## src/rtl/mon_s2cif.sv

```systemverilog
// mon_s2cif: output-side monitor. Samples a 1-bit DUT output while enabled,
// packs the bits LSB-first into WORD_W-bit words, buffers completed words in a
// DEPTH-entry FIFO and hands them to the scenario side on request.
module mon_s2cif #(
   parameter int id     = 0,
   parameter int WORD_W = 8,
   parameter int DEPTH  = 16
) (
   input  logic                         clk,
   input  logic                         rst,
   input  logic                         mon_en,
   input  logic                         din,
   input  logic                         flush,
   input  logic                         rd_req,
   output logic                         rd_valid,
   output logic [WORD_W-1:0]            rd_data,
   output logic                         rd_nodata,
   output logic [7:0]                   rd_id,
   output logic [$clog2(DEPTH):0]       level,
   output logic [$clog2(WORD_W):0]      bit_cnt,
   output logic                         overflow,
   output logic [15:0]                  drop_cnt
);

   localparam int AW = $clog2(DEPTH);
   localparam int LW = AW + 1;
   localparam int BW = $clog2(WORD_W) + 1;

   typedef enum logic [0:0] {
      RD_IDLE = 1'b0,
      RD_RESP = 1'b1
   } rd_state_t;

   rd_state_t         rd_state_r;
   logic [WORD_W-1:0] shift_r;
   logic [BW-1:0]     bit_cnt_r;
   logic [WORD_W-1:0] mem_r [DEPTH];
   logic [AW-1:0]     wptr_r;
   logic [AW-1:0]     rptr_r;
   logic [LW-1:0]     level_r;
   logic              rd_valid_r;
   logic              rd_nodata_r;
   logic [WORD_W-1:0] rd_data_r;
   logic              overflow_r;
   logic [15:0]       drop_cnt_r;

   logic [WORD_W-1:0] word_s;
   logic [BW-1:0]     cnt_eff_s;
   logic              word_done_s;
   logic              push_s;
   logic              pop_s;
   logic              full_s;
   logic              accept_s;
   logic              drop_s;

   // Merge the bit sampled this edge into the partial word and count it.
   always_comb begin
      word_s    = shift_r;
      cnt_eff_s = bit_cnt_r;
      if (mon_en) begin
         word_s[bit_cnt_r[BW-2:0]] = din;
         cnt_eff_s                 = bit_cnt_r + BW'(1);
      end else begin
         word_s    = shift_r;
         cnt_eff_s = bit_cnt_r;
      end
   end

   // A natural completion and a flush at the same edge produce a single push;
   // a pop frees a slot before the push is judged against full.
   assign word_done_s = mon_en && (bit_cnt_r == BW'(WORD_W - 1));
   assign push_s      = word_done_s || (flush && (cnt_eff_s != BW'(0)));
   assign pop_s       = rd_req && (level_r != LW'(0));
   assign full_s      = (level_r == LW'(DEPTH));
   assign accept_s    = push_s && (!full_s || pop_s);
   assign drop_s      = push_s && full_s && !pop_s;

   // Bit packer: shift register and partial-word bit count.
   always_ff @(posedge clk) begin
      if (rst) begin
         shift_r   <= {WORD_W{1'b0}};
         bit_cnt_r <= BW'(0);
      end else if (push_s) begin
         shift_r   <= {WORD_W{1'b0}};
         bit_cnt_r <= BW'(0);
      end else if (mon_en) begin
         shift_r   <= word_s;
         bit_cnt_r <= cnt_eff_s;
      end else begin
         shift_r   <= shift_r;
         bit_cnt_r <= bit_cnt_r;
      end
   end

   // FIFO storage; contents need no reset since the pointers define validity.
   always_ff @(posedge clk) begin
      if (accept_s) begin
         mem_r[wptr_r] <= word_s;
      end
   end

   // FIFO pointers and occupancy; pointers wrap naturally at DEPTH.
   always_ff @(posedge clk) begin
      if (rst) begin
         wptr_r  <= AW'(0);
         rptr_r  <= AW'(0);
         level_r <= LW'(0);
      end else begin
         if (accept_s) begin
            wptr_r <= wptr_r + AW'(1);
         end
         if (pop_s) begin
            rptr_r <= rptr_r + AW'(1);
         end
         case ({accept_s, pop_s})
            2'b10:   level_r <= level_r + LW'(1);
            2'b01:   level_r <= level_r - LW'(1);
            default: level_r <= level_r;
         endcase
      end
   end

   // Read FSM: every request gets exactly one response pulse the next cycle.
   always_ff @(posedge clk) begin
      if (rst) begin
         rd_state_r  <= RD_IDLE;
         rd_valid_r  <= 1'b0;
         rd_nodata_r <= 1'b0;
         rd_data_r   <= {WORD_W{1'b0}};
      end else begin
         case (rd_state_r)
            RD_IDLE, RD_RESP: begin
               if (rd_req) begin
                  rd_state_r  <= RD_RESP;
                  rd_valid_r  <= pop_s;
                  rd_nodata_r <= !pop_s;
                  if (pop_s) begin
                     rd_data_r <= mem_r[rptr_r];
                  end
               end else begin
                  rd_state_r  <= RD_IDLE;
                  rd_valid_r  <= 1'b0;
                  rd_nodata_r <= 1'b0;
               end
            end
            default: begin
               rd_state_r  <= RD_IDLE;
               rd_valid_r  <= 1'b0;
               rd_nodata_r <= 1'b0;
            end
         endcase
      end
   end

   // Sticky overflow flag and saturating dropped-word counter.
   always_ff @(posedge clk) begin
      if (rst) begin
         overflow_r <= 1'b0;
         drop_cnt_r <= 16'h0000;
      end else if (drop_s) begin
         overflow_r <= 1'b1;
         if (drop_cnt_r != 16'hFFFF) begin
            drop_cnt_r <= drop_cnt_r + 16'h0001;
         end
      end else begin
         overflow_r <= overflow_r;
         drop_cnt_r <= drop_cnt_r;
      end
   end

   assign rd_valid  = rd_valid_r;
   assign rd_nodata = rd_nodata_r;
   assign rd_data   = rd_data_r;
   assign rd_id     = 8'(id);
   assign level     = level_r;
   assign bit_cnt   = bit_cnt_r;
   assign overflow  = overflow_r;
   assign drop_cnt  = drop_cnt_r;

endmodule

```

## config.mk

```make
export PLATFORM = sky130hd
export DESIGN_NAME = mon_s2cif
export DESIGN_NICKNAME = d
export VERILOG_FILES = /design/src/rtl/mon_s2cif.sv
export SDC_FILE = /design/constraint.sdc
export NUM_CORES = 1
export LEC_CHECK = 0
export CAP_MARGIN = 20
export CORE_MARGIN = 3
export CORE_UTILIZATION = 45
export CTS_BUF_LIST = sky130_fd_sc_hd__clkbuf_16
export DETAILED_ROUTE_END_ITERATION = 6
export PLACE_DENSITY = 0.7
export SYNTH_ARGS = -nofsm -noshare
export SYNTH_HDL_FRONTEND = slang
export SYNTH_SLANG_ARGS = --single-unit
```

## constraint.sdc

```tcl
create_clock -name clk -period 5.1 [get_ports clk]
set_clock_uncertainty 0.1 [all_clocks]
set_input_delay 1.02 -clock clk [delete_from_list [all_inputs] [get_ports clk]]
set_output_delay 1.02 -clock clk [all_outputs]
set_load 0.01 [all_outputs]
```

Yosys cells after proc, flatten, opt, wreduce, memory -nomap -nowiden
Memories as Yosys holds them, arrays and structs flattened. A register that Yosys moved wholly into a read port is not among the register bits.
Cells that the tools add are included.
{"block": "word_totals", "inputBits": 6, "out_inout_bits": 44, "ramBits": 128, "elab_cells": 50, "mem_count": 1, "regBits": 44}
{"memory": "mem_r", "words": 16, "width": 8, "rd": 1, "rd_ports_with_merged_regs": 1, "wr": 1, "line_no": "37", "text": "logic [WORD_W-1:0] mem_r [DEPTH];"}
{"block": "op_classes", "n_mux": 8, "addsub": 6, "n_eq_ne": 5, "n_bitwise": 1, "n_lt_le_gt_ge": 2, "reduce_logical": 18}
{"cell": "$add A16 B1 Y16 const B", "count": 1}
{"cell": "$ne A16 B16 Y1 const B", "count": 1}
{"cell": "$add A4 B1 Y4 const B", "count": 3}
{"cell": "$pmux W5 S2", "count": 1}
{"cell": "$bwmux W8", "count": 1}
{"cell": "$mux W8", "count": 1}
{"cell": "$logic_and A1 B1 Y1", "count": 7}
{"cell": "$add A5 B1 Y5 const B", "count": 1}
{"cell": "$eq A5 B5 Y1 const B", "count": 1}
{"cell": "$reduce_bool A5 Y1", "count": 1}
{"cell": "$sub A5 B1 Y5 const B", "count": 1}
{"cell": "$eq A4 B3 Y1 const B", "count": 1}
{"cell": "$lt A3 B4 Y1 const B", "count": 1}
{"cell": "$mux W4", "count": 1}
{"cell": "$reduce_and A2 Y1", "count": 2}
{"cell": "$reduce_bool A4 Y1", "count": 1}
{"cell": "$reduce_or A2 Y1", "count": 2}
{"cell": "$demux W1 S3", "count": 1}
{"cell": "$ge A3 B1 Y1 const B", "count": 1}
{"cell": "$mux W1", "count": 3}
{"cell": "$eq A2 B1 Y1 const B", "count": 1}
{"cell": "$eq A2 B2 Y1 const B", "count": 1}
{"cell": "$logic_not A1 Y1", "count": 2}
{"cell": "$logic_or A1 B1 Y1", "count": 2}
{"cell": "2 further kinds", "count": 2}

Longest topological paths before layout
Gate-level depths: netlist (run 1).
{"block": "depth", "word_depth": 8, "depth_mapped": 12, "mapped_depth_nobuf": 11}

Least setup slack after synthesis (run 1)
No wires, ideal clock.
{"block": "synth_path", "path_kind": "input port to flip-flop", "start": "input mon_en", "end": "register level_r[4], in the netlist level[4]", "required_time_ps": 4926, "n_path_buf": 2, "cell_stages": 12, "t_arrival_ps": 3793, "setup_ps": 74, "path_slack_ps": 1133, "cell_sequence": "clkbuf_1 -> or4_1 -> o311ai_0 -> o211ai_1 -> clkbuf_1 -> nor2_1 -> ha_1 -> a21o_1 -> a21oi_1 -> mux2i_1 -> a21oi_1 -> a31oi_1"}
{"block": "synth_via", "elab_chain_cells": 7, "elab_cells_between_ends": 10, "classes_between": "eq/ne: 2; mux: 2; reduce/logical: 6"}
{"element": "start, declared", "line_no": "11", "text": "input logic mon_en,"}
{"element": "$mux W4", "line_no": "60", "text": "if (mon_en) begin"}
{"element": "$reduce_bool A4 Y1", "line_no": "72", "text": "assign push_s = word_done_s || (flush && (cnt_eff_s != BW'(0)));"}
{"element": "$logic_and A1 B1 Y1", "line_no": "72"}
{"element": "$logic_or A1 B1 Y1 *", "line_no": "72"}
{"element": "$logic_and A1 B1 Y1 *", "line_no": "75", "text": "assign accept_s = push_s && (!full_s || pop_s);"}
{"element": "$eq A2 B1 Y1 / $eq A2 B2 Y1 (equally long branches)", "line_no": "115", "text": "case ({accept_s, pop_s})"}
{"element": "$pmux W5 S2 / $reduce_bool A2 Y1 (equally long branches)"}
{"element": "end signal, assigned", "line_no": "116", "text": "2'b10: level_r <= level_r + LW'(1);"}
{"element": "end signal, assigned", "line_no": "117", "text": "2'b01: level_r <= level_r - LW'(1);"}
{"element": "end signal, assigned", "line_no": "118", "text": "default: level_r <= level_r;"}
{"element": "end, declared", "line_no": "40", "text": "logic [LW-1:0] level_r;"}
Mark *: on every way between the ends. The rest lies on a longest branch, timed or not.
A chain may end at the register's enable or synchronous reset.

Final worst setup path (run 1)
Ends and elaborated chain as after synthesis.

==> summary.md, run 1 <==
| Metric | Value |
|---|---|
| Design Power | 3750 uW |
| RePlAce Congestion | 0.813 |
| Worst Hold End | rd_data[5] |
| Critical path class | input pin to flip-flop |
| Clk sinks | 180 |
| Fin crit share | 78.0% |
| TritonCTS clock tree | built |
| P_sw | 965 uW |
| Ys Warns | 0 |
| Row cnt | 46 |
| Clock Latency Late Sink | 0.42 ns |
| Cell-internal power | 2780 uW |
| Reg-to-reg slack, setup | 1.69 ns |
| Post-CTS Setup Bufs | 0 |
| Post-synthesis instance total | 512 |
| Crit Reg-Reg Endpoint | level[4] |
| Iter 0 DRT Violations | 349 |
| Worst Path Arrival | 4.22 ns |
| Detail Route Antenna Nets | 0 |
| Vias in the first global route | 4,318 |
| Initial antenna violation count | 0 |
| Area contributors post-synth | edfxtp_1, dfxtp_1, mux4_2, mux2_2, nor2_1 |
| Die Y | 136 um |
| Peak supply drop | 0.000280 V |
| Nets | 566 |
| Area grow syn2layout | 15.9% |
| CP Launch Type | input pin |
| Largest net degree at the start of global routing | 54 |
| Max Fclk | 251 MHz |
| Register share of total power | 45.1% |
| Min-Delay Path Class | flip-flop to flip-flop |
| Post-DP HPWL | 9780 um |
| FFs w/ async S/R, synth | 0% |
| Hold Fails Final Rpt | 0 |
| Min Tclk post-route | 3.98 ns |
| Hold Crit Depth | 2 |
| Post-synthesis sequential area ratio | 64.5% |
| Netlist cell types | 46 |
| Setup TNS | 0 ns |
| WL per Instance | 18.9 um |
| Vias after detailed routing | 4,374 |
| R2R cell count | 10 |
| Worst Tran Pin Value | 0.915 ns |
| Status | finished, final reports clean |
| Register bit total from synthesis | 180 |
| Syn_area_per_cell | 14.8 um2 |
| Required @ worst endpoint | 5.34 ns |
| Biggest area consumer among synthesized cells | edfxtp_1 |
| Unrepaired setup endpoints after global routing | no |
| Num ports | 50 |
| Post-synth EDFFs | 128 |
| Combinational Power Share | 18.0% |
| Residual DRC | 0 |
| Top cell type's share of synthesized area | 50.7% |
| Largest buffer count on any clock path | 2 |
| Min-delay src | rd_data[5] |
| Most used DFF post-synth | edfxtp_1 |
| Clock power frac | 36.8% |
| CP Capture Type | flip-flop |
| Power Density | 426 nW/um2 |
| Die footprint | 18,400 um2 |
| Cts hold-fix bufs | 0 |
| Slew Limit Fails | 0 |
| Clock transition at path regs | 0.07 ns |
| CTS Buf Count | 17 |
| Routed WL | 14,700 um |
| Synthesized area | 7580 um2 |
| Root buf cell | clkbuf_16 |
| FF-to-FF Start | bit_cnt[1] |
| N_diodes | 0 |
| Port bufs | 41 |
| Overflow after GRT | 0 |
| Starting Density | 46.9% |
| First-pass GRT wire length | 23,800 um |
| Sw frac | 25.8% |
| Fill count | 1,328 |
| Drt pass-1 iters | 5 |
| Total GRT Usage | 16.9% |
| Core Region | 16,200 um2 |
| CP Max Fanout | 10 |
| Setup violators final | 0 |
| Lkg Pwr | 0.00286 uW |
| Share of cells above drive strength 1 | 18.5% |
| H-tree depth | 4 |
| Slew headroom | 39.0% |
| Max-Cap Viols | 0 |
| Routed vias/inst | 5.62 |
| Die Width | 136 um |
| Post_cts resized | 0 |
through the flow:
step	instance area [um2]	worst slack [ns]	hold slack (ns)	instances	utilization, %
global placement	8150	0.764	0.346	745	50.4
CTS	8780	1.14	0.359	778	54.3
global route	8780	0.923	0.397	778	54.3
floorplan	7600	1.13	0.381	519	-
detailed placement	8160	0.710	0.350	746	50.4
finish	8780	1.12	0.357	778	54.3
power groups by stage:
stage	Sequential [uW]	Combinational [uW]	Clock (uW)
floorplan	1710	471	0
global placement	1720	649	0
detailed placement	1730	671	0
CTS	1690	679	1400
global route	1700	742	1460
finish	1690	675	1380
cells in the mapped netlist, drive strengths merged, types with 6 or more instances:
cell type and instances:
nand2 32, nor2b 18, nand3 10, clkbuf 20, mux2 20, nor4 8, a21oi 24, or4 9
mux4 40, ha 10, xor2 6, edfxtp 128, nand4 8, buf 19, dfxtp 52, nor2 41
nor3 9, nand2b 8
cell usage in the layout, fill, tap and decap left out, drive strengths merged, types with 9 or more instances in the layout:
cell / instances
nor3: 9
inv: 9
clkdlybuf4s50: 40
mux2: 20
or4: 9
a21oi: 24
dfxtp: 52
ha: 10
nand2: 32
mux4: 40
nor2b: 18
buf: 10
clkbuf: 17
nand3: 10
edfxtp: 128
nor2: 41
flip-flops by register name, summed over array words and instances, names as in the netlist:
name and count:
shift_r 8, overflow 1, rd_data 8, rd_nodata 1
rptr_r 4, wptr_r 4, drop_cnt 16, bit_cnt 4
mem_r 128, level 5, rd_valid 1
cells by family (layout without fill, tap and decap cells):
kind of cell | Yosys count | after routing | synth area share, %
AO/OA/AOI/OAI | 48 | 48 | 3.91
XOR/XNOR | 8 | 8 | 0.925
adder cells (fa/ha/maj) | 11 | 11 | 1.92
buffers and inverters | 43 | 86 | 2.66
flip-flops | 180 | 180 | 64.5
multiplexers | 65 | 65 | 15.5
other | 1 | 8 | 0.0495
AND/OR/NAND/NOR | 156 | 156 | 10.6
area by class of cell:
| class | count | area [um2] | area share, % |
|---|---|---|---|
| clock inverters | 15 | 200 | 2.28 |
| well taps | 216 | 270 | 3.08 |
| multi-input cells | 296 | 2520 | 28.7 |
| inverters | 4 | 15.0 | 0.171 |
| clock buffers | 17 | 425 | 4.84 |
| repair buffers | 50 | 470 | 5.36 |
| flip-flops and latches | 180 | 4890 | 55.6 |
layer usage:
metal,vias to the layer above,wire [um],global-route usage (%)
met3,15,744,4.12
met5,-,0,0
met1,2212,6730,24.5
met2,124,7120,25.7
met4,0,146,4.48
li1,2023,-,-
worst max-delay path, stage by stage:
cell and delay, ns:
clkdlybuf4s50_1 0.56, or4_1 0.56, o311ai_0 0.15, o211ai_1 0.31, nor2_1 0.35, ha_1 0.34
a21o_1 0.19, a21oi_1 0.28, mux2i_1 0.24, a21oi_1 0.06, a31oi_1 0.16
how the worst max path moves through the flow:
stage,start,end,cells past startpoint
floorplan,mon_en,level[4],12
global placement,mon_en,level[4],11
detailed placement,mon_en,level[4],11
CTS,mon_en,level[4],11
global route,mon_en,level[4],11
finish,mon_en,level[4],11
Power figures use the tool's default switching activity.
==> run 2, diff against run 1 <==
PLACE_DENSITY = 0.73   (was 0.7)
clock period = 3.6 ns   (was 5.1 ns; I/O delays follow)
==> run 2 against run 1 <==
Compared with the run above:
- global-route usage up 0.53 points
- utilization increased by 0.70 points
- routed wire length up 1.3%
- critical path type unchanged
- first-iteration DRC count down 10%
- register-to-register slack worse by 1.4 ns
- die area is the same
- largest power group unchanged
- final area is 1.3% higher
- power grew 38%
==> summary.md, run 2 (synthesis results as in run 1) <==
| Metric | Value |
|---|---|
| Routed vias/inst | 5.62 (about the same) |
| Min Tclk post-route | 3.33 ns |
| Most frequent cells in the layout | edfxtp_1, dfxtp_1, nor2_1, mux4_2, clkdlybuf4s50_1 |
| Unrepaired setup endpoints after global routing | no |
| CTS Buf Count | 17 (unchanged) |
| Dpl ws | -0.155 ns (-0.865 ns) |
| Slew headroom | 51.4% (+12 points) |
| Setup WS post-layout | 0.267 ns (-0.853 ns) |
| Fin crit share | 92.6% |
| Setup violators final | 0 (unchanged) |
| Die footprint | 18,400 um2 (unchanged) |
| Clock transition at path regs | 0.07 ns (about the same) |
| Core Region | 16,200 um2 (unchanged) |
| H-tree depth | 4 (unchanged) |
| Row cnt | 46 (unchanged) |
| Total GRT Usage | 17.4% (+0.53 points) |
| Power Density | 581 nW/um2 (+36%) |
| Clock Latency Late Sink | 0.43 ns (about the same) |
| Port bufs | 41 (unchanged) |
| P_sw | 1370 uW (+42%) |
| Biggest register | mem_r |
| Detail Route Antenna Nets | 0 (unchanged) |
| Largest buffer count on any clock path | 2 (unchanged) |
| Die Y | 136 um (unchanged) |
| Lkg Pwr | 0.00295 uW (+2.9%) |
| Max-Cap Viols | 0 (unchanged) |
| WL per Instance | 18.7 um (-1.2%) |
| Routed WL | 14,900 um (+1.3%) |
| Largest net degree at the start of global routing | 36 (-33%) |
| Post_cts resized | 0 (unchanged) |
| Status | finished, final reports clean |
| Peak supply drop | 0.000344 V (+23%) |
| Overflow after GRT | 0 (unchanged) |
| Initial antenna violation count | 0 (unchanged) |
| Share of cells above drive strength 1 | 21.3% (+2.8 points) |
| Largest register FFs | 128 (unchanged) |
| Root buf cell | clkbuf_16 |
| Vias in the first global route | 4,400 (+1.9%) |
| Nets | 586 (+3.5%) |
| Vias after detailed routing | 4,482 (+2.5%) |
| Hold Crit Depth | 2 (unchanged) |
| Num ports | 50 (unchanged) |
| Most common cell after layout, fill and taps aside | edfxtp_1 |
| Combinational Power Share | 20.5% (+2.5 points) |
| Clock power frac | 33.8% (-3.0 points) |
| Footprint of the multi-input gates | 2520 um2 (about the same) |
| Min-Delay Path Class | flip-flop to flip-flop |
| Max Fclk | 300 MHz |
| Final hold slack | 0.357 ns (-0.000866 ns) |
| Slew Limit Fails | 0 (unchanged) |
| Sw frac | 26.5% (+0.72 points) |
| Area grow syn2layout | 17.4% |
| Post-CTS Setup Bufs | 0 (unchanged) |
| Worst Tran Pin Value | 0.726 ns (-0.189 ns) |
| Fill count | 1,264 (-4.8%) |
| Reg area | 4890 um2 (unchanged) |
| Residual DRC | 0 (unchanged) |
| Clk sinks | 180 (unchanged) |
| Register share of total power | 45.7% (+0.6 points) |
| Required @ worst endpoint | 3.85 ns (-1.49 ns) |
| Die Width | 136 um (unchanged) |
| Cell-internal power | 3800 uW (+37%) |
| N_diodes | 0 (unchanged) |
| Post-DP HPWL | 9910 um (+1.4%) |
| First-pass GRT wire length | 24,500 um (+2.7%) |
| Starting Density | 46.9% (unchanged) |
| CP Max Fanout | 4 (-6) |
| Cts hold-fix bufs | 0 (unchanged) |
| CP Capture Type | flip-flop |
| Drt pass-1 iters | 5 (unchanged) |
| CP Launch Type | input pin |
| Hold Fails Final Rpt | 0 (unchanged) |
| Iter 0 DRT Violations | 313 (-10%) |
| Critical path class | input pin to flip-flop |
| Worst Path Arrival | 3.58 ns (-0.64 ns) |
| R2R cell count | 13 (+3) |
| RePlAce Congestion | 0.811 (-0.27%) |
| TritonCTS clock tree | built |
## run 2: path summary, 6_finish.rpt
path,endpoint,startpoint,slack [ns]
setup / recovery,level[4],mon_en,0.27
hold / removal,rd_data[6],rd_data[6],0.36
setup reg to reg,level[4],bit_cnt[1],0.33
hold reg to reg,rd_data[6],rd_data[6],0.36
## run 2: area by class of cell
class                      instances  share of cell area [%]
timing repair buffer              70                    7.14
sequential                       180                    54.9
tap                              216                    3.04
multi-input combinational        296                    28.3
clock inverter                    13                    1.08
inverter                           4                   0.169
clock buffer                      19                    5.34
## run 2: through the flow
stage | TNS [ns] | area [um2] | util, % | power (uW) | cells
finish | 0 | 8900 | 55.0 | 5170 | 798
global route | 0 | 8900 | 55.0 | 5390 | 798
CTS | 0 | 8900 | 55.0 | 5200 | 798
detailed placement | -0.274 | 8330 | 51.5 | 3460 | 766
global placement | -0.0364 | 8330 | 51.5 | 3420 | 766
floorplan | 0 | 7610 | - | 3090 | 519
## run 2: routing by layer
layer	vias to the layer above	GRT usage, %	wire length, um
li1	2058	-	-
met1	2246	23.7	6440
met2	160	28.6	7550
met3	18	3.68	779
met4	0	4.87	161
met5	-	0	0
## run 2: worst max-delay path, stage by stage
cell             delay, ns
clkdlybuf4s50_1       0.44
or4_1                 0.51
o311ai_0              0.15
o211ai_1              0.17
buf_4                 0.19
nor2_2                0.19
ha_1                  0.30
a21o_1                0.19
a21oi_1               0.14
buf_4                 0.15
and4b_1               0.19
mux2i_1               0.08
a31oi_1               0.16
## run 2: power by group through the flow
stage	sequential, uW	combinational [uW]	clock, uW
floorplan	2420	669	0
global placement	2400	1020	0
detailed placement	2410	1060	0
CTS	2360	1070	1770
global route	2370	1150	1870
finish	2360	1060	1750
==> run 3, diff against run 2 <==
TNS_END_PERCENT = 1   (was unset)
==> results of run 3 <==
The final DEF is identical to that of run 2; final timing and power are the same.
